File: config.mk
export PLATFORM = sky130hd
export DESIGN_NAME = score_display_driver
export DESIGN_NICKNAME = d
export VERILOG_FILES = /design/src/rtl/score_display_driver.sv
export SDC_FILE = /design/constraint.sdc
export NUM_CORES = 1
export LEC_CHECK = 0
export BUFFER_PORTS_ARGS = -buffer_cell sky130_fd_sc_hd__buf_2
export CAP_MARGIN = 25
export CORE_MARGIN = 4
export CORE_UTILIZATION = 53
export CTS_CLUSTER_SIZE = 14
export DETAILED_ROUTE_END_ITERATION = 6
export GPL_ROUTABILITY_DRIVEN = 0
export GPL_TIMING_DRIVEN = 1
export PLACE_DENSITY = 0.86
export SLEW_MARGIN = 20
export SYNTH_ARGS = -nofsm -noshare
export SYNTH_HDL_FRONTEND = slang
export SYNTH_SLANG_ARGS = --single-unit
File: constraint.sdc
create_clock -name clk_i -period 2 [get_ports clk_i]
set_input_delay 0.1 -clock clk_i [delete_from_list [all_inputs] [get_ports clk_i]]
set_output_delay 0.1 -clock clk_i [all_outputs]
set_load 0.05 [all_outputs]
File: src/rtl/score_display_driver.sv
// score_display_driver
//   Converts the scoreboard counter's binary value (clamped to 0..99) into two
//   BCD digits using a sequential double-dabble engine. It then drives a
//   two-digit multiplexed 7-segment display.
//
// Ports
//   clk_i   : system clock, rising-edge active
//   rst_i   : synchronous, active-low reset
//   val_i   : binary score value from the counter (BW bits)
//   seg_o   : segment drive {g,f,e,d,c,b,a}, active-high
//   dig_o   : one-hot digit select, bit0 = ones, bit1 = tens
//   bcd_o   : committed BCD value, [7:4] = tens, [3:0] = ones
//   busy_o  : high while a conversion is in progress
//
// BW is assumed to be at least 7, so that the clamp constant 99 fits.
module score_display_driver #(
  parameter int unsigned BW          = 7,
  parameter int unsigned REFRESH_DIV = 16,
  parameter bit          LZ_BLANK    = 1'b1
) (
  input  logic          clk_i,
  input  logic          rst_i,
  input  logic [BW-1:0] val_i,
  output logic [6:0]    seg_o,
  output logic [1:0]    dig_o,
  output logic [7:0]    bcd_o,
  output logic          busy_o
);

  typedef enum logic [1:0] {
    S_IDLE,
    S_CONV,
    S_COMMIT
  } state_t;

  localparam logic [15:0] CNT_LAST = 16'(REFRESH_DIV - 1);

  state_t      r_state;
  logic [6:0]  r_last;
  logic [6:0]  r_shift;
  logic [7:0]  r_scratch;
  logic [2:0]  r_iter;
  logic [7:0]  r_bcd;
  logic        r_busy;
  logic [15:0] r_cnt;
  logic        r_sel;
  logic [6:0]  r_seg;
  logic [1:0]  r_dig;

  logic [6:0]  w_clamped;
  logic [3:0]  w_tens_adj;
  logic [3:0]  w_ones_adj;
  logic [3:0]  w_nib;
  logic [6:0]  w_dec;

  // Values above 99 saturate, so 100..127 all look like 99 to the FSM.
  assign w_clamped = (val_i > BW'(99)) ? 7'd99 : 7'(val_i);

  // Double-dabble add-3 correction, applied before each shift.
  always_comb begin
    w_tens_adj = r_scratch[7:4];
    w_ones_adj = r_scratch[3:0];
    if (r_scratch[7:4] >= 4'd5) w_tens_adj = r_scratch[7:4] + 4'd3;
    if (r_scratch[3:0] >= 4'd5) w_ones_adj = r_scratch[3:0] + 4'd3;
  end

  always_ff @(posedge clk_i) begin
    if (!rst_i) begin
      r_state   <= S_IDLE;
      r_last    <= '0;
      r_shift   <= '0;
      r_scratch <= '0;
      r_iter    <= '0;
      r_bcd     <= '0;
      r_busy    <= 1'b0;
    end else begin
      case (r_state)
        S_IDLE: begin
          if (w_clamped != r_last) begin
            r_shift   <= w_clamped;
            r_last    <= w_clamped;
            r_scratch <= '0;
            r_iter    <= '0;
            r_busy    <= 1'b1;
            r_state   <= S_CONV;
          end
        end
        S_CONV: begin
          r_scratch <= {w_tens_adj[2:0], w_ones_adj, r_shift[6]};
          r_shift   <= {r_shift[5:0], 1'b0};
          r_iter    <= r_iter + 3'd1;
          if (r_iter == 3'd6) r_state <= S_COMMIT;
        end
        S_COMMIT: begin
          r_bcd   <= r_scratch;
          r_busy  <= 1'b0;
          r_state <= S_IDLE;
        end
        default: r_state <= S_IDLE;
      endcase
    end
  end

  assign w_nib = r_sel ? r_bcd[7:4] : r_bcd[3:0];

  always_comb begin
    w_dec = 7'h00;
    case (w_nib)
      4'd0: w_dec = 7'h3F;
      4'd1: w_dec = 7'h06;
      4'd2: w_dec = 7'h5B;
      4'd3: w_dec = 7'h4F;
      4'd4: w_dec = 7'h66;
      4'd5: w_dec = 7'h6D;
      4'd6: w_dec = 7'h7D;
      4'd7: w_dec = 7'h07;
      4'd8: w_dec = 7'h7F;
      4'd9: w_dec = 7'h6F;
      default: w_dec = 7'h00;
    endcase
  end

  // Segment and digit outputs are registered from the same select value, so
  // they always refer to the same digit.
  always_ff @(posedge clk_i) begin
    if (!rst_i) begin
      r_cnt <= '0;
      r_sel <= 1'b0;
      r_seg <= '0;
      r_dig <= '0;
    end else begin
      if (r_cnt == CNT_LAST) begin
        r_cnt <= '0;
        r_sel <= ~r_sel;
      end else begin
        r_cnt <= r_cnt + 16'd1;
      end
      r_dig <= r_sel ? 2'b10 : 2'b01;
      if (r_sel && LZ_BLANK && (r_bcd[7:4] == 4'd0))
        r_seg <= '0;
      else
        r_seg <= w_dec;
    end
  end

  assign seg_o  = r_seg;
  assign dig_o  = r_dig;
  assign bcd_o  = r_bcd;
  assign busy_o = r_busy;

endmodule

==> flow_metrics.tcl <==
set metrics [dict create \
    status "finished, violations left" \
    synthesis.area_sq_mm 0.00288 \
    path_buf_inv 1 \
    crit_required_ns 2.24 \
    dieArea_sq_mm 0.00667 \
    final_cell_mix "60 x dfxtp_1, 47 x nand2_1, 32 x nor2_1" \
    firstDrtPassIters 5 \
    viasPerCell 5.72 \
    skew_ns 0.00844 \
    end_kind "register" \
    switchingPower_w 0.000673 \
    syn_inst 336 \
    track_usage_pct 21.3 \
    power_density_mw_per_mm2 766 \
    netlist-cell-type-count 49 \
    wl_per_cell_um 14.9 \
    finalCritPeriodShare_pct 107 \
    leakage_nw 1.45 \
    slowest_stage "or4_1" \
    ys_async_sr_fraction_pct 0 \
    cts_tree "yes" \
    max_slew_margin_pct 54.8 \
    grt_max_degree 22 \
    layout_commonest_cell "dfxtp_1" \
    start_util_pct 55.6 \
    cts_inserted_buffers 9 \
    grt_overflow_total 0 \
    crit_arrival_ns 2.37 \
    synth_edf_count 0 \
    clock_latency_ns 0.34 \
    die_w_um 81.7 \
    drv_slew 0 \
    die_h_um 81.7 \
    drt_iter0_markers 192 \
    p_clk_share_pct 42.9 \
    grt_setup_unrepaired "true" \
    violations "negative setup slack" \
    wirelength_um 6830 \
    ys.flop_type "dfxtp_1" \
    clockBufferDepth 2 \
    htree_levels 3 \
    crit_family "compound AO/OA/AOI/OAI gates" \
    crit_path_cell_trace "nor2b_2 > or4_1 > a221o_1 > a211oi_4 > buf_6 > nor2_1 > o31a_1" \
    port_buffers 26 \
    area_growth_pct 25.4 \
    avgSynthCellArea_sq_um 8.56 \
    drive_gt1_share_pct 25.1 \
    finalCriticalPeriod_ns 2.13 \
    layout.nets 407 \
    p_comb_share_pct 9.9 \
    crit_fanout 4 \
    seq_power_share_pct 47.2 \
    setup_slack_ns -0.132 \
    syn_nets 358 \
    fp-row-count 26 \
    switching_share_pct 24.4 \
    fp.coreArea_sq_mm 0.00517 \
    hold_violations 0 \
    dpl.cell_count 442 \
    final_cells 460 \
    antenna_found_initial 0 \
    crit_path_start_kind "register" \
    yosys_warnings 0 \
    dp_hpwl_um 4490 \
    cts.clk_slew.worst_paths_ns 0.07 \
    max_freq_ghz 0.469 \
    synth-seq-cells 62 \
    grt_pass1_vias 2516 \
    hold_class "in2reg" \
    clock_sinks 62 \
    root_buffer "clkbuf_8" \
    vias 2629 \
    irDropWorstVdd_mv 0.537 \
    remaining_drc_errors 0 \
    worstSetupPathType "reg2reg" \
    max-cap-violations 0 \
    max_stage_delay_ns 0.48 \
    boundaryPins 27 \
    worstMarginPinSlew_ns 0.673 \
    ys_seq_area_share_pct 43.1 \
    ant_nets 0 \
    finalSetupViolations 22 \
    p_int_w 0.00209 \
    grt_pass1_wl_um 11100 \
    antenna_cells 0 \
    totalPowerFinal_w 0.00276 \
    dp_slack_ns -0.257 \
]
## stage by stage
stage / TNS [ns] / area (sq um) / util, % / hold WS, ns
global placement: -2.37 / 3220 / 62.2 / 0.420
finish: -1.73 / 3610 / 69.8 / 0.121
global route: -3.07 / 3610 / 69.8 / 0.145
CTS: -2.67 / 3520 / 68.1 / 0.122
detailed placement: -3.68 / 3220 / 62.2 / 0.433
floorplan: -0.0503 / 2880 / - / 0.331
## cell usage after synthesis (6+ instances only)
cell type,instances,share of area [%]
clkbuf_1,10,1.3
xor2_1,12,3.7
nor2_1,33,4.3
and3_1,8,1.7
nand2_1,47,6.1
o22ai_1,6,1.3
mux2i_1,8,2.8
a21oi_1,29,5.0
inv_1,10,1.3
nor4_1,6,1.3
dfxtp_1,62,43
xnor2_1,7,2.1
ha_1,13,5.7
o21ai_0,14,2.4
nand3_1,7,1.2
## layout make-up
| type | count | area (sq um) |
|---|---|---|
| clock buffer | 13 | 179 |
| clock inverter | 3 | 40.0 |
| fill | 369 | 1560 |
| inverter | 10 | 37.5 |
| multi-input combinational | 249 | 1670 |
| sequential | 62 | 1250 |
| tap | 70 | 87.6 |
| timing repair buffer | 53 | 352 |
## state kept, by name, summed over array words and instances (netlist names), 2 cells and up
name	count
dig_o	2
r_shift	7
r_state	2
r_iter	3
r_last	7
bcd_o	8
r_scratch	8
r_cnt	16
seg_o	7
## tightest hold or removal path, stage by stage
cell and delay [ns]:
buf_2 0.09, o21ai_0 0.11, mux2i_1 0.12
## routing by layer
layer | wire (um) | share of wire [%] | global-route usage (%) | up-vias
met4 | 205 | 3.0 | 11.8 | 0
met3 | 381 | 5.6 | 4.06 | 19
met1 | 2930 | 43 | 26.0 | 1250
met5 | 0 | 0 | 0 | -
li1 | - | - | - | 1280
met2 | 3310 | 49 | 35.2 | 80
## worst paths after layout
| path | from | to | slack, ns | cells past startpoint |
|---|---|---|---|---|
| worst max register to register | r_last[4]$_SDFFE_PN0P_ | r_shift[3]$_SDFFE_PN0P_ | -0.13 | 7 |
| worst min register to register | r_cnt[0]$_SDFF_PP0_ | r_cnt[0]$_SDFF_PP0_ | 0.45 | 1 |
| worst max-delay path | r_last[4]$_SDFFE_PN0P_ | r_shift[3]$_SDFFE_PN0P_ | -0.13 | 7 |
| worst min-delay path | val_i[0] | r_last[0]$_SDFFE_PN0P_ | 0.12 | 3 |
## cells by family (layout without fill, tap and decap cells)
logic type | Yosys count | count (layout) | synth area share (%)
fa+ha+maj | 13 | 13 | 5.65
mux | 9 | 9 | 3.17
compound gates | 79 | 79 | 17.5
simple gates | 129 | 129 | 21.2
xor+xnor | 19 | 19 | 5.78
buf+inv | 25 | 79 | 3.52
flops | 62 | 62 | 43.1
## power by group through the flow
stage	clock, W	sequential (W)	combinational [W]
global route	0.00125	0.00131	0.000295
global placement	0	0.00133	0.000232
CTS	0.00120	0.00130	0.000257
finish	0.00119	0.00130	0.000274
detailed placement	0	0.00133	0.000240
floorplan	0	0.00136	0.000126
## what timing repair did
item / CTS / global route
setup buffers: 3 / 0
pin swaps: 12 / 6
gates resized for setup: 15 / 19
endpoints found under the setup margin: 26 / 26
gates cloned: 0 / 0
hold buffers: 0 / 0
Note: power is estimated with default switching activity, not from simulation.
